$ cat src/rtl/simple_system_f2sdram_arb_pkg.sv
// Shared types and width helpers for the f2sdram master command-stream arbiter.
//   state_e     : arbiter FSM state (IDLE, GRANT)
//   idx_w       : width of a channel index (at least 1 bit)
//   beat_cnt_w  : width of a beat counter that must reach max_burst
//   ptr_w       : width of a FIFO read/write pointer for a power-of-two depth
package simple_system_f2sdram_arb_pkg;

  typedef enum logic [0:0] {
    IDLE  = 1'b0,
    GRANT = 1'b1
  } state_e;

  localparam int unsigned DefaultNumIn     = 2;
  localparam int unsigned DefaultDataW     = 8;
  localparam int unsigned DefaultFifoDepth = 4;
  localparam int unsigned DefaultMaxBurst  = 4;

  function automatic int unsigned idx_w(input int unsigned n);
    return (n > 1) ? $clog2(n) : 1;
  endfunction

  function automatic int unsigned beat_cnt_w(input int unsigned max_burst);
    return (max_burst > 0) ? $clog2(max_burst + 1) : 1;
  endfunction

  function automatic int unsigned ptr_w(input int unsigned depth);
    return idx_w(depth);
  endfunction

endpackage

$ cat src/rtl/simple_system_f2sdram_arb_fifo.sv
// Single-channel synchronous FIFO used to absorb one non-stallable producer.
//   clk_i, reset_i : clock, synchronous active-high reset
//   push_i, data_i : write strobe and byte; ignored when full unless popped too
//   pop_i          : read strobe; ignored when empty
//   head_o         : oldest entry (valid when !empty_o)
//   count_o        : occupancy
//   empty_o, full_o: status flags
module simple_system_f2sdram_arb_fifo
  import simple_system_f2sdram_arb_pkg::*;
#(
  parameter int unsigned DataW = 8,
  parameter int unsigned Depth = 4,
  localparam int unsigned PtrW = ptr_w(Depth),
  localparam int unsigned CntW = PtrW + 1
) (
  input  logic             clk_i,
  input  logic             reset_i,
  input  logic             push_i,
  input  logic [DataW-1:0] data_i,
  input  logic             pop_i,
  output logic [DataW-1:0] head_o,
  output logic [CntW-1:0]  count_o,
  output logic             empty_o,
  output logic             full_o
);

  logic [DataW-1:0] mem_q [Depth];
  logic [PtrW-1:0]  wr_ptr_q, rd_ptr_q;
  logic [CntW-1:0]  count_q;
  logic             do_push, do_pop;

  assign empty_o = (count_q == '0);
  assign full_o  = (count_q == CntW'(Depth));
  assign do_pop  = pop_i & ~empty_o;
  // A full FIFO still takes a push when the same cycle frees a slot.
  assign do_push = push_i & (~full_o | do_pop);
  assign head_o  = mem_q[rd_ptr_q];
  assign count_o = count_q;

  always_ff @(posedge clk_i) begin
    if (reset_i) begin
      wr_ptr_q <= '0;
      rd_ptr_q <= '0;
      count_q  <= '0;
    end else begin
      if (do_push) wr_ptr_q <= wr_ptr_q + PtrW'(1);
      if (do_pop)  rd_ptr_q <= rd_ptr_q + PtrW'(1);
      count_q <= count_q + CntW'(do_push) - CntW'(do_pop);
    end
  end

  // Storage needs no reset; occupancy alone defines what is valid.
  always_ff @(posedge clk_i) begin
    if (do_push) mem_q[wr_ptr_q] <= data_i;
  end

endmodule

$ cat src/rtl/simple_system_f2sdram_master_st_arbiter.sv
// Round-robin arbiter merging NUM_IN byte producers onto one Avalon-ST stream.
//   clk, reset      : clock, synchronous active-high reset
//   in_valid/in_data: per-channel byte strobes (never stalled), channel i at
//                     in_data[i*DATA_W +: DATA_W]
//   out_valid/out_data/out_channel/out_ready : shared Avalon-ST source
//   overflow        : sticky per-channel drop flags
//   clear_overflow  : per-channel clear strobes (a same-cycle set wins)
module simple_system_f2sdram_master_st_arbiter
  import simple_system_f2sdram_arb_pkg::*;
#(
  parameter int unsigned NUM_IN     = DefaultNumIn,
  parameter int unsigned DATA_W     = DefaultDataW,
  parameter int unsigned FIFO_DEPTH = DefaultFifoDepth,
  parameter int unsigned MAX_BURST  = DefaultMaxBurst,
  localparam int unsigned ChW       = idx_w(NUM_IN)
) (
  input  logic                     clk,
  input  logic                     reset,
  input  logic [NUM_IN-1:0]        in_valid,
  input  logic [NUM_IN*DATA_W-1:0] in_data,
  output logic                     out_valid,
  output logic [DATA_W-1:0]        out_data,
  output logic [ChW-1:0]           out_channel,
  input  logic                     out_ready,
  output logic [NUM_IN-1:0]        overflow,
  input  logic [NUM_IN-1:0]        clear_overflow
);

  localparam int unsigned CntW  = ptr_w(FIFO_DEPTH) + 1;
  localparam int unsigned BeatW = beat_cnt_w(MAX_BURST);

  logic [NUM_IN-1:0] fifo_pop, fifo_empty, fifo_full;
  logic [DATA_W-1:0] fifo_head  [NUM_IN];
  logic [CntW-1:0]   fifo_count [NUM_IN];

  state_e            state_q, state_d;
  logic [ChW-1:0]    grant_q, grant_d, last_grant_q, last_grant_d;
  logic [BeatW-1:0]  beat_cnt_q, beat_cnt_d;
  logic [NUM_IN-1:0] overflow_q, overflow_d;
  logic [ChW-1:0]    sel_idx, cand;
  logic              sel_found, beat, burst_done;

  for (genvar i = 0; i < NUM_IN; i++) begin : g_fifo
    simple_system_f2sdram_arb_fifo #(
      .DataW(DATA_W),
      .Depth(FIFO_DEPTH)
    ) u_fifo (
      .clk_i  (clk),
      .reset_i(reset),
      .push_i (in_valid[i]),
      .data_i (in_data[i*DATA_W +: DATA_W]),
      .pop_i  (fifo_pop[i]),
      .head_o (fifo_head[i]),
      .count_o(fifo_count[i]),
      .empty_o(fifo_empty[i]),
      .full_o (fifo_full[i])
    );
  end

  // Search starts just after the last grant so every channel gets a turn.
  always_comb begin
    sel_found = 1'b0;
    sel_idx   = '0;
    cand      = '0;
    for (int unsigned k = 1; k <= NUM_IN; k++) begin
      cand = ChW'((32'(last_grant_q) + k) % NUM_IN);
      if (!sel_found && !fifo_empty[cand]) begin
        sel_found = 1'b1;
        sel_idx   = cand;
      end
    end
  end

  always_comb begin
    out_valid   = 1'b0;
    out_data    = '0;
    out_channel = '0;
    fifo_pop    = '0;
    if (state_q == GRANT) begin
      out_valid   = ~fifo_empty[grant_q];
      out_data    = out_valid ? fifo_head[grant_q] : '0;
      out_channel = grant_q;
      fifo_pop[grant_q] = out_valid & out_ready;
    end
  end

  assign beat = out_valid & out_ready;
  // Burst ends at the beat limit or when this beat drains the FIFO; a push
  // landing on the same cycle keeps the FIFO non-empty.
  assign burst_done = beat &&
                      ((32'(beat_cnt_q) + 32'd1 == MAX_BURST) ||
                       (fifo_count[grant_q] == CntW'(1) && !in_valid[grant_q]));

  always_comb begin
    state_d      = state_q;
    grant_d      = grant_q;
    last_grant_d = last_grant_q;
    beat_cnt_d   = beat_cnt_q;
    unique case (state_q)
      IDLE: begin
        if (sel_found) begin
          state_d      = GRANT;
          grant_d      = sel_idx;
          last_grant_d = sel_idx;
          beat_cnt_d   = '0;
        end
      end
      GRANT: begin
        if (beat) begin
          beat_cnt_d = beat_cnt_q + BeatW'(1);
          if (burst_done) state_d = IDLE;
        end
      end
    endcase
  end

  // Drop = push into a full FIFO that is not popped this cycle; set beats clear.
  assign overflow_d = (overflow_q & ~clear_overflow) | (in_valid & fifo_full & ~fifo_pop);
  assign overflow   = overflow_q;

  always_ff @(posedge clk) begin
    if (reset) begin
      state_q      <= IDLE;
      grant_q      <= '0;
      last_grant_q <= ChW'(NUM_IN - 1);
      beat_cnt_q   <= '0;
      overflow_q   <= '0;
    end else begin
      state_q      <= state_d;
      grant_q      <= grant_d;
      last_grant_q <= last_grant_d;
      beat_cnt_q   <= beat_cnt_d;
      overflow_q   <= overflow_d;
    end
  end

endmodule

$ cat config.mk
export PLATFORM = sky130hd
export DESIGN_NAME = simple_system_f2sdram_master_st_arbiter
export DESIGN_NICKNAME = d
export VERILOG_FILES = /design/src/rtl/simple_system_f2sdram_arb_pkg.sv /design/src/rtl/simple_system_f2sdram_arb_fifo.sv /design/src/rtl/simple_system_f2sdram_master_st_arbiter.sv
export SDC_FILE = /design/constraint.sdc
export NUM_CORES = 1
export LEC_CHECK = 0
export ABC_AREA = 1
export CAP_MARGIN = 0
export CORE_MARGIN = 4
export CORE_UTILIZATION = 50
export DETAILED_ROUTE_END_ITERATION = 8
export GPL_TIMING_DRIVEN = 1
export MAX_ROUTING_LAYER = met4
export PLACE_DENSITY = 0.71
export SKIP_CTS_REPAIR_TIMING = 1
export SYNTH_ARGS = -nofsm -noshare
export SYNTH_HDL_FRONTEND = slang
export SYNTH_SLANG_ARGS = --single-unit
$ cat constraint.sdc
create_clock -name clk -period 2.1 [get_ports clk]
set_input_delay 0.42 -clock clk [delete_from_list [all_inputs] [get_ports clk]]
set_output_delay 0.42 -clock clk [all_outputs]
set_load 0.03 [all_outputs]
---- Word level (Yosys, flattened, before mapping) ----
Memory sizes are Yosys's and may differ from the RTL's. A register that Yosys moved wholly into a read port is not among the register bits.
Cells that the tools add are included.
W data, S select, Z words.
storage, ports and cells
  output and inout bits ................... 12
  bits in latches ......................... 0
  memories ................................ 2
  bits of input ports ..................... 23
  memory bits (writable) .................. 64
  bits in read-only memories .............. 0
  register bits after elaboration ......... 22
memories
  name                    words  width  rd ports  clocked after memory_dff  wr ports  RTL line                              RTL
  g_fifo[0].u_fifo.mem_q  4      8      1         1                         1         simple_system_f2sdram_arb_fifo.sv:27  logic [DataW-1:0] mem_q [Depth];
  g_fifo[1].u_fifo.mem_q  4      8      1         1                         1         simple_system_f2sdram_arb_fifo.sv:27
operators by class
  multiplexer cells ....................... 40
  magnitude comparators ................... 5
  add/sub/neg operators ................... 12
  bitwise logic cells ..................... 22
  divide/modulo/power cells ............... 0
  reduce and logical (&&, ||, !) cells .... 11
  equality and inequality tests ........... 6
  multipliers ............................. 0
  shift-type cells ........................ 0
operators with widths
  cell                   number
  $mux W8                5
  $mux W1                22
  $mux W3                5
  $mux W2                5
  $add A2 B1 Y2 const B  4
  $and A2 B2 Y2          4
  $add A3 B1 Y3          2
  $and A1 B1 Y1          6
  $eq A3 B3 Y1 const B   2
  $logic_not A3 Y1       2
  $lt A1 B2 Y1 const B   3
  $not A1 Y1             6
  $pmux W3 S2            1
  $sub A3 B1 Y3          2
  $add A3 B1 Y4 const B  1
  $eq A4 B3 Y1 const B   1
  $logic_and A1 B1 Y1    4
  $not A2 Y2             2
  $reduce_and A2 Y1      2
  $add A3 B1 Y3 const B  1
  $eq A3 B1 Y1 const B   1
  $add A1 B1 Y1 const B  2
  $ge A2 B2 Y1 const B   1
  $logic_not A1 Y1       2
  9 further kinds        10

---- Depth between registers and ports, before layout ----
Gate-level depths: netlist (run 1).
  depth in word-level cells ............... 12
  gate-level depth with buffers ........... 12
  mapped depth without buffers ............ 12

---- Cells and area by module ----
A second synthesis (run 1) with hierarchy kept.
unflattened totals
  cell total of the unflattened synthesis .. 387
  area, all modules ....................... 3982.6 sq um
by module, submodules not included
  module                                   times used  cells an instance  area each (sq um)
  simple_system_f2sdram_arb_fifo           2           145                1707.9
  simple_system_f2sdram_master_st_arbiter  1           97                 566.8

---- Worst setup path after synthesis (run 1) ----
No wires, ideal clock.
  path type ............................... register to output
  from .................................... reg g_fifo[1].u_fifo.count_q[1]
  to ...................................... out out_data[3]
  required time ........................... 1.680 ns
  stages on the path, launching flop included .. 9
  path slack .............................. 0.156 ns
  arrival time ............................ 1.524 ns
  buffers on the path ..................... 0
  path through ............................ dfxtp_1 -> nor2_4 -> nand2_4 -> nand2_1 -> nand2_2 -> nand2_4 -> inv_4 -> o21ai_0 -> a31oi_1
on the way
  longest elaborated chain between the ends .. 5
RTL lines
  item                                        RTL line                                       RTL
  from (decl)                                 simple_system_f2sdram_arb_fifo.sv:29           logic [CntW-1:0] count_q;
  from (signal assigned)                      simple_system_f2sdram_arb_fifo.sv:48           count_q <= count_q + CntW'(do_push) - CntW'(do_pop);
  $logic_not A3 Y1                            simple_system_f2sdram_arb_fifo.sv:32           assign empty_o = (count_q == '0);
  $mux W1 (implied by the code) (2 in a row)  simple_system_f2sdram_master_st_arbiter.sv:80  out_valid = ~fifo_empty[grant_q];
  $mux W8                                     simple_system_f2sdram_master_st_arbiter.sv:81  out_data = out_valid ? fifo_head[grant_q] : '0;
  $mux W8                                     simple_system_f2sdram_master_st_arbiter.sv:79  if (state_q == GRANT) begin
  to (decl)                                   simple_system_f2sdram_master_st_arbiter.sv:22  output logic [DATA_W-1:0] out_data,
Every way passes these cells. The select of a mux whose other input is x is not followed.

---- Final worst setup path (run 1) ----
  from .................................... reg g_fifo[1].u_fifo.count_q[1]
  to ...................................... out out_data[2]
The elaborated chain is that of the path after synthesis.

==> results of run 1 <==
==> cell type report <==
| class | count | area [sq um] |
|---|---|---|
| fillers | 624 | 2890 |
| flip-flops and latches | 90 | 2460 |
| multi-input cells | 208 | 1260 |
| repair buffers | 63 | 546 |
| inverters | 57 | 221 |
| well taps | 102 | 128 |
| clock buffers | 9 | 124 |
| clock inverters | 7 | 91.3 |
| repair inverters | 1 | 5.00 |
==> cells in the mapped netlist <==
master | count | area (sq um)
edfxtp_1 | 64 | 1920
nand2_1 | 55 | 206
inv_1 | 53 | 199
a21oi_1 | 45 | 225
dfxtp_1 | 26 | 521
nor2_1 | 20 | 75.1
o21ai_0 | 13 | 65.1
ha_1 | 12 | 150
o21ai_1 | 10 | 50.1
o211ai_1 | 9 | 67.6
a31oi_1 | 8 | 50.1
nand3_1 | 8 | 40.0
clkbuf_1 | 6 | 22.5
buf_2 | 4 | 20.0
nor2_4 | 4 | 45.0
a21oi_2 | 3 | 26.3
inv_2 | 3 | 11.3
nand2_2 | 3 | 18.8
nand2_4 | 3 | 33.8
xnor2_1 | 3 | 26.3
buf_4 | 2 | 15.0
fa_1 | 2 | 40.0
buf_6 | 1 | 11.3
clkbuf_2 | 1 | 5.00
inv_4 | 1 | 6.26
nand4_1 | 1 | 6.26
nand4_2 | 1 | 12.5
nand4_4 | 1 | 21.3
nor2_2 | 1 | 6.26
nor2_8 | 1 | 20.0
nor3_1 | 1 | 5.00
nor3_2 | 1 | 10.0
o21ai_2 | 1 | 8.76
o21bai_4 | 1 | 18.8
xor2_1 | 1 | 8.76
==> where the power goes <==
group / leakage [nW] / switching (W) / internal (W)
logic: 0.991 / 0.00103 / 0.000668
registers: 0.803 / 0.000150 / 0.00216
clock network: 0.111 / 0.000597 / 0.000671
total: 1.91 / 0.00177 / 0.00350
==> state kept, by name (all words and copies together) (netlist names), named ones only <==
register	cells
overflow	2
state_q	1
beat_cnt_q	3
g_fifo.u_fifo.mem_q	64
g_fifo.u_fifo.rd_ptr_q	4
g_fifo.u_fifo.wr_ptr_q	4
grant_q	1
last_grant_q	1
g_fifo.u_fifo.count_o	6
==> through the flow <==
stage	setup TNS (ns)	hold WS (ns)	util (%)	std cells	total power, W
2_1_floorplan	0	0.429	-	369	0.00341
3_3_place_gp	-1.42	0.444	58.2	512	0.00384
3_5_place_dp	-2.46	0.454	58.2	512	0.00388
4_1_cts	-0.987	0.480	61.0	528	0.00515
5_1_grt	-0.632	0.507	62.6	537	0.00558
6_report	-0.0321	0.472	62.6	537	0.00527
==> worst reg2reg max path, cell delays in order, from the launching register on <==
cell	delay, ns
dfxtp_1	0.48
inv_2	0.11
buf_4	0.16
nand4_4	0.10
nor2_4	0.04
nand2_1	0.10
nand2_1	0.07
ha_1	0.19
fa_1	0.38
o21ai_0	0.19
a21oi_1	0.05
==> final timing paths <==
check	startpoint	end	slack, ns
setup / recovery	g_fifo[1].u_fifo.count_o[1]	out_data[2]	-0.02
hold / removal	overflow[1]	overflow[1]	0.47
setup reg to reg	grant_q	g_fifo[0].u_fifo.count_o[2]	0.11
hold reg to reg	overflow[1]	overflow[1]	0.47
==> routing by layer <==
metal	share of wire (%)	wire length (microns)	global-route usage, %
met1	42	3100	19.8
met2	51	3800	26.1
met3	5.3	391	3.80
met4	1.4	103	6.91
met5	0	0	-
==> layout by cell type, fill, tap and decap left out, types with 2 or more instances in the layout <==
| master | synthesis | routed |
|---|---|---|
| xnor2_1 | 3 | 3 |
| o21ai_1 | 10 | 11 |
| clkinv_2 | 0 | 3 |
| nand2_2 | 3 | 6 |
| fa_1 | 2 | 2 |
| dfxtp_2 | 0 | 5 |
| nor2_4 | 4 | 4 |
| inv_1 | 53 | 52 |
| clkdlybuf4s50_1 | 0 | 23 |
| nor2_1 | 20 | 20 |
| inv_6 | 0 | 3 |
| dfxtp_1 | 26 | 18 |
| dlymetal6s2s_1 | 0 | 2 |
| o21ai_0 | 13 | 11 |
| buf_4 | 2 | 35 |
| clkbuf_8 | 0 | 9 |
| a21oi_2 | 3 | 7 |
| inv_2 | 3 | 3 |
| buf_6 | 1 | 2 |
| ha_1 | 12 | 12 |
| o211ai_1 | 9 | 9 |
| bufinv_16 | 0 | 2 |
| a21oi_1 | 45 | 41 |
| dfxtp_4 | 0 | 3 |
| a31oi_1 | 8 | 8 |
| nand3_1 | 8 | 8 |
| o21ai_2 | 1 | 2 |
| nand2_4 | 3 | 3 |
| edfxtp_1 | 64 | 64 |
| nand2_1 | 55 | 52 |
==> cells by family after synthesis <==
group,count (synthesis),synth area share (%)
buffers and inverters,71,7.31
adder cells (fa/ha/maj),14,4.79
AO/OA/AOI/OAI,90,12.9
flip-flops,90,61.5
XOR/XNOR,4,0.883
AND/OR/NAND/NOR,100,12.6
==> key figures, run 1 <==
Route
  – Via count: approximately 2.7k
  – Via-per-instance ratio: 4.99
  – Final ANT Viol Nets: 0
  – Final wirelength: roughly 7400 microns
  – Drt first-iter violations: about 100
  – DRC violations left: 0
  – WL per Instance: around 14 microns
  – Drt pass-1 iters: 4

Setup path
  – Slowest-stage cell, CP: dfxtp_4
  – Delay-heaviest family, CP: simple AND/OR/NAND/NOR gates
  – Crit. End Element: output pin
  – Worst r2r path cells: 10
  – CP Cell Sequence: nor2_4 -> nand2_4 -> nand2_1 -> nand2_2 -> nand2_4 -> clkinv_2 -> o21ai_1 -> a31oi_1 -> buf_4
  – Max FO, Critical Path: 4
  – Buf+Inv Stages, Crit Path: 2
  – CP required: about 1.7 ns
  – Critical Path Source Type: flop
  – Most numerous cell on the critical path: nand2_4
  – CP Depth: 9
  – Delay of the slowest cell on the worst path: 0.37 ns
  – Setup CP Type: flop to output pin
  – Data arrival, critical path: 1.70 ns

Clock tree
  – Worst-Skew Late Latency: roughly 0.35 ns
  – Clk pin slew, worst setup/hold paths: approximately 0.090 ns
  – CTS tree: done
  – TritonCTS Sinks: 90
  – H-Tree Level Count: 3
  – Inserted Clock Buffers: 9
  – Clock Tree Buf Depth: 2
  – CTS root buf: clkbuf_8

Yosys
  – Post-synthesis cell count: about 370
  – Cell area after synthesis: just under 4000 sq um
  – Post-synthesis sequential area ratio: 61.5%
  – Cell variety after synth: 35
  – Avg Inst Size Synth: ~11 sq um
  – Synthesis-stage register bit count: 90
  – Synth Warn #: 0
  – Synth Net Count: a little over 400

Floorplan
  – Starting density of the core: around half
  – Width of the die: just under 100 microns
  – Die area: about 9400 sq um
  – Die Y: between 90 and 100 microns
  – Row cnt: 32
  – I/O pins: 35
  – Core region area: 7730 sq um

Pwr
  – Pwr Density: between 1000 and 1500 nW/um^2
  – LEAKAGE: 1.91 nW
  – Worst IR Drop VDD: 0.710 mV

STA
  – Setup Skew: 0.0125 ns
  – Final hold viol count: 0
  – Slew margin rel.: 76.5%
  – Slew Limit Fails: 0
  – Final min period: ~2.1 ns
  – Final WS setup: -0.0178 ns
  – Post-route clock period utilization: 101%
  – Unrepaired setup endpoints after global routing: true
  – Final number of setup-violating endpoints: 2
  – Peak Freq: ~470 MHz
  – Least-Margin Pin Slew: around 0.35 ns

Finish
  – Diodes inserted: 0
  – Layout net count: approximately 470
  – P&R area growth vs syn: 21.9%
  – Final Cell Area: 4840 sq um
  – Proportion of layout cells with a drive suffix above 1: 21.8%

Outcome
  – Status: finished with violations
  – Failing checks: setup timing

GRT
  – GR Util All Layers: ~16%
  – Vias in the first global route: 2587
  – Grt ovf: 0
  – Pin count of the biggest net entering global routing: 33
  – First-pass GRT wire length: about 12000 microns
  – Number of antenna violations at the first check in global routing: 0

Placement
  – Post-Place Setup Slack: -0.258 ns
  – Port bufs: 34
  – HPWL after DPL: a little under 5000 microns
  – Final GP Congestion: about 0.77
  – Placed cell area: 4500 sq um

Hold path
  – HP Class: flop to flop
  – Worst hold path cell count: 2

Flow run
  – Max-cap viol count: 0
(Power assumes the default switching activity.)
==> inputs of run 2 (changes only) <==
- DONT_BUFFER_PORTS: not set -> 1
- PLACE_DENSITY: 0.71 -> not set
==> key figures, run 2 (same netlist as run 1, synthesis figures left out) <==
Route
  – WL per Instance: approximately 14 microns
  – Via count: 2546
  – DRC violations left: 0
  – Drt first-iter violations: 90
  – Via-per-instance ratio: 5.04
  – Final ANT Viol Nets: 0
  – Drt pass-1 iters: 4
  – Final wirelength: roughly 7000 microns

Setup path
  – Crit. End Element: output pin
  – Critical Path Source Type: flop
  – Max FO, Critical Path: 6
  – Worst r2r path cells: 11
  – CP required: about 1.7 ns
  – Data arrival, critical path: 1.64 ns
  – Setup CP Type: flop to output pin

Pwr
  – Total power: a little over 0.005 W
  – Worst IR Drop VDD: ~0.84 mV
  – Pwr Density: 1120 nW/um^2
  – LEAKAGE: around 1.7 nW

GRT
  – Vias in the first global route: between 2k and 2.5k
  – Pin count of the biggest net entering global routing: 33
  – Busiest grt layer: met2
  – Met2 Use GR: 24.9%
  – Number of antenna violations at the first check in global routing: 0
  – Grt ovf: 0
  – GR Layer Usage met1: a little under a fifth
  – GR Util All Layers: between 10% and 20%
  – Met3 usage: 3.37%
  – First-pass GRT wire length: around 11000 microns

Finish
  – Most frequent cells in the layout: edfxtp_1, nand2_1, inv_1, a21oi_1, buf_4
  – Non-Filler Instances: 505
  – Layout net count: about 440
  – Number of flip-flops in the largest register: 64
  – Largest Register: g_fifo.u_fifo.mem_q
  – Diodes inserted: 0
  – Commonest non-fill, non-tap cell in the layout: edfxtp_1
  – P&R area growth vs syn: 14.2%
  – Filler cells: approximately 660
  – Final core occ: 58.6%
  – Proportion of layout cells with a drive suffix above 1: between 20% and 30%

STA
  – Slew margin rel.: between 70 and 80%
  – Final min period: roughly 2.1 ns
  – Setup Skew: about 0.0064 ns
  – Final hold viol count: 0
  – Final number of setup-violating endpoints: 0
  – Final WS setup: between 0.04 and 0.05 ns
  – Least-Margin Pin Slew: roughly 0.33 ns
  – Slew Limit Fails: 0
  – Post-route clock period utilization: 97.9%
  – Peak Freq: slightly below 500 MHz
  – Unrepaired setup endpoints after global routing: true

Floorplan
  – Width of the die: a little under 100 microns
  – Die Y: approximately 100 microns
  – Starting density of the core: between 50% and 60%
  – I/O pins: 35
  – Core region area: ~7700 sq um
  – Row cnt: 32
  – Die area: ~9400 sq um

Placement
  – Final GP Congestion: 0.771
  – Post-placement cell count: between 400 and 500
  – Post-Place Setup Slack: 0.129 ns
  – HPWL after DPL: approximately 4600 microns
  – Port bufs: 0

Clock tree
  – H-Tree Level Count: 3
  – Clock Tree Buf Depth: 2
  – CTS tree: done
  – TritonCTS Sinks: 90
  – CTS root buf: clkbuf_8
  – Worst-Skew Late Latency: ~0.35 ns
  – Clk pin slew, worst setup/hold paths: approximately 0.090 ns
  – Inserted Clock Buffers: 9

Hold path
  – Worst hold path cell count: 1
  – HP Class: primary input to flop

Flow run
  – Max-cap viol count: 0

Outcome
  – Status: finished, final reports clean
[run 2: cell types whose count changed in the layout (fill, tap and decap cells not counted), moves of 2 or more]
cell / delta
o21ai_2: +2
nand2_2: -2
nand2_1: +2
clkdlybuf4s50_1: -23
clkinv_2: -2
buf_4: -7
clkinv_4: +3
dlymetal6s2s_1: -2
a21oi_1: +2
a21oi_2: -2
dfxtp_4: +2
[run 2: area by class of cell]
type                    instances  area (sq um)  share of cell area [%]
multi-input cells             208          1260                    27.9
inverters                      57           224                    4.94
repair inverters                1          5.00                   0.110
flip-flops and latches         90          2470                    54.4
repair buffers                 31           244                    5.38
clock inverters                 6          72.6                    1.60
clock buffers                  10           128                    2.82
well taps                     102           128                    2.82
[run 2: routing by layer]
layer | part of all wire (%) | vias up | wire, microns
li1 | - | 1308 | -
met1 | 43 | 1176 | 3030
met2 | 50 | 47 | 3530
met3 | 4.2 | 15 | 294
met4 | 2.3 | 0 | 162
met5 | 0 | - | 0
[run 2: worst paths after layout]
kind | end | start | slack (ns)
max | out_data[7] | flop | 0.04
min | beat_cnt_q[1] | reset | 0.12
max reg2reg | g_fifo[0].u_fifo.count_o[2] | g_fifo[0].u_fifo.count_o[2] | 0.14
min reg2reg | last_grant_q | last_grant_q | 0.47
[run 2: critical path, stage by stage, from the launching register on]
cell and delay (ns):
dfxtp_4 0.41, buf_6 0.13, nand2_1 0.05, nand2_1 0.05, a21oi_1 0.04, a21oi_1 0.16
o21ai_1 0.08, a31oi_1 0.18, buf_4 0.19
[run 2: stage by stage]
stage / hold WS, ns / setup TNS [ns] / area (sq um)
2_1_floorplan: 0.429 / 0 / 3970
3_3_place_gp: 0.447 / 0 / 4190
3_5_place_dp: 0.448 / 0 / 4190
4_1_cts: 0.0982 / -1.15 / 4390
5_1_grt: 0.0971 / -0.248 / 4530
6_report: 0.119 / 0 / 4530
[run 2: power by group]
part	switching, W	internal (W)
Clock	0.000612	0.000563
Sequential	0.000151	0.00216
Combinational	0.000979	0.000606
Total	0.00174	0.00333
==> edit (settings of run 1) <==
One comparison of `count_q` changes from == to >=.
--- a/src/rtl/simple_system_f2sdram_arb_fifo.sv
+++ b/src/rtl/simple_system_f2sdram_arb_fifo.sv
@@ -30,7 +30,7 @@
   logic             do_push, do_pop;
 
   assign empty_o = (count_q == '0);
-  assign full_o  = (count_q == CntW'(Depth));
+  assign full_o  = (count_q >= CntW'(Depth));
   assign do_pop  = pop_i & ~empty_o;
   // A full FIFO still takes a push when the same cycle frees a slot.
   assign do_push = push_i & (~full_o | do_pop);
Formal check against the unedited RTL: same outputs for any inputs over 4 cycles, from zero or initial values and one cycle with reset high; that may be too few to reach the edited logic, so the function may still have changed.
==> edit against run 1 <==
The flow still finishes with violations (setup timing). Synthesized area fell by 3.0%. Sequential share of layout area fell by 0.90 points. Worst setup slack got worse by 0.016 ns. Hold slack got worse by 0.0055 ns. Core utilization rose by 4.2 points. Via count fell by 1.6%. Design area rose by 1.7%. Register-to-register slack barely moved. Non-clock buffer count rose by 9. Total power rose by 3.9%. Routed wire length rose by 1.1%. Sequential cell count did not move. Global-route usage rose by 1.3 points. Largest cell class unchanged. Highest routed layer unchanged.
==> edit: results (changes against run 1) <==
STATUS='complete, but fails checks'
FAILED_CHECKS='setup timing'
CLOCK_TREE.HTREE_LEVEL_COUNT=3  # unchanged
SYNTH.TOP_CELLS.BY_AREA='sky130_fd_sc_hd__edfxtp_1 50%, sky130_fd_sc_hd__dfxtp_1 14%, sky130_fd_sc_hd__nand2_1 4.4%'
CRIT_PATH_MAX_FANOUT=7  # +3
SYNTH_TOP_CELLS_BY_COUNT='64 x sky130_fd_sc_hd__edfxtp_1, 45 x sky130_fd_sc_hd__nand2_1, 37 x sky130_fd_sc_hd__inv_1, 36 x sky130_fd_sc_hd__nor2_1, 29 x sky130_fd_sc_hd__a21oi_1'
POST_DP_CELL_AREA_UM2=4490  # -0.14%
FIRST_ITER_VIOLATIONS=117  # +16%
FIN_TOTAL_PWR_W=0.00547  # +3.9%
YOSYS.CELL_TYPES.COUNT=29  # -17%
MET1_TRACK_DEMAND_OVER_RESOURCE=0.228  # +0.0300
TIMING.FINAL.SETUP_VIOLATIONS=3  # +1
YS_SEQ_AREA_FRAC=0.634  # +0.0188
FINAL_NET_COUNT=452  # -3.2%
CLOCK_POWER_SHARE=0.231  # -0.010
START_POINT_OF_THE_WORST_MIN_DELAY_PATH='beat_cnt_q[1]'
POST_DRT_WL_PER_CELL_UM=14.4  # +4.8%
GRT.TOTAL_USAGE=0.176  # +0.0135
DETAILEDPLACE.WORSTSLACK_NS=-0.318  # -0.0598 ns
GRT.MET2_USAGE=0.290  # +0.0290
ROUTED-VIA-COUNT=2634  # -1.6%
PATH_DELAY_FAMILY='buffers and inverters'
CPPEAKSTAGEDELAY_NS=0.39  # +0.02 ns
WORSTREG2REGSTART='g_fifo[1].u_fifo.count_o[2]'
FIN_WORST_HOLD_SLACK_NS=0.467  # -0.00547 ns
DRT_WL_TOTAL_UM=7460  # +1.1%
DP_HPWL_UM=5060  # +3.4%
CELL_INTERNAL_POWER_DISSIPATION_W=0.00368  # +5.4%
M1WIRELENGTH_UM=3240  # +4.8%
SYNTH-WARNING-COUNT=0  # unchanged
DP_CELLS=494  # -3.5%
SETUP_TNS_FINAL_NS=-0.0918  # -0.0597 ns
SETUP_SLACK_NS=-0.0342  # -0.0165 ns
COMBPWRFRAC=0.352  # +0.030
CLK_TRANSITION_REPORTED_PATHS_NS=0.09  # about the same
LARGEST_REGISTER_FF_COUNT=64  # unchanged
SYNTH_NETS=380  # -6.4%
WORST_SLEW_PIN_SLEW_NS=0.320  # -0.0314 ns
IR_WORST_VDD_V=0.000729  # +2.8%
ROUTED-WL-MET2_UM=3730  # -1.8%
LAYOUT-DRIVE-GT1-SHARE=0.258  # +0.0394
GP_CONGESTION=0.822  # +7.2%
ROUTED-WL-MET3_UM=437  # +12%
ROOT_BUFFER_CELL='sky130_fd_sc_hd__clkbuf_8'
R2R_SETUP_SLACK_NS=0.11  # about the same
LEAKAGE_POWER_SUMMED_OVER_ALL_CELLS_nW=1.92  # +0.97%
R2R_CELLS=12  # +2
CLOCK_SKEW_NS=0.0105  # -0.00193 ns
SYN_INST=342  # -7.3%
GRT_START_MAX_NET_PINS=18  # -45%
MET3_USAGE=0.0250  # -0.0130
[edit: cell types whose count changed after synthesis, sizes merged, moves of 2 or more]
cell    before  now
a21oi       48   29
a31oi        8    1
a32oi        0    8
clkbuf       7    4
clkinv       0    2
inv         57   41
mux2         0    8
mux2i        0    8
nand2       61   51
nand3        8   11
nand4        3    1
nor2        26   37
o211ai       9    0
o21ai       24   22
[edit: cells by family (layout without fill, tap and decap cells)]
kind of cell,after synthesis,count (layout),synth area share
AO/OA/AOI/OAI,60,60,0.0861
XOR/XNOR,5,5,0.0114
adder cells (fa/ha/maj),15,15,0.0526
buffers and inverters,54,131,0.0568
flip-flops,90,90,0.634
multiplexers,16,16,0.0442
AND/OR/NAND/NOR,102,102,0.115
[edit: layout make-up]
class	count	area, um^2
fill	549	2450
sequential	90	2460
multi-input combinational	198	1260
clock inverter	6	87.6
tap	99	124
timing repair buffer	72	697
clock buffer	10	128
inverter	43	165
[edit: worst register-to-register path, stage by stage (launching register included)]
cell	delay, ns
sky130_fd_sc_hd__dfxtp_2	0.34
sky130_fd_sc_hd__nor2_4	0.12
sky130_fd_sc_hd__nand2_2	0.09
sky130_fd_sc_hd__nand2_2	0.09
sky130_fd_sc_hd__nand2_4	0.08
sky130_fd_sc_hd__nand3_4	0.07
sky130_fd_sc_hd__inv_2	0.04
sky130_fd_sc_hd__ha_1	0.26
sky130_fd_sc_hd__inv_1	0.04
sky130_fd_sc_hd__ha_1	0.18
sky130_fd_sc_hd__fa_1	0.38
sky130_fd_sc_hd__xnor2_1	0.15
sky130_fd_sc_hd__nor2_1	0.05
[edit: final timing paths]
check	endpoint
max	out_data[2]
min	beat_cnt_q[1]
max reg2reg	g_fifo[1].u_fifo.count_o[2]
min reg2reg	beat_cnt_q[1]
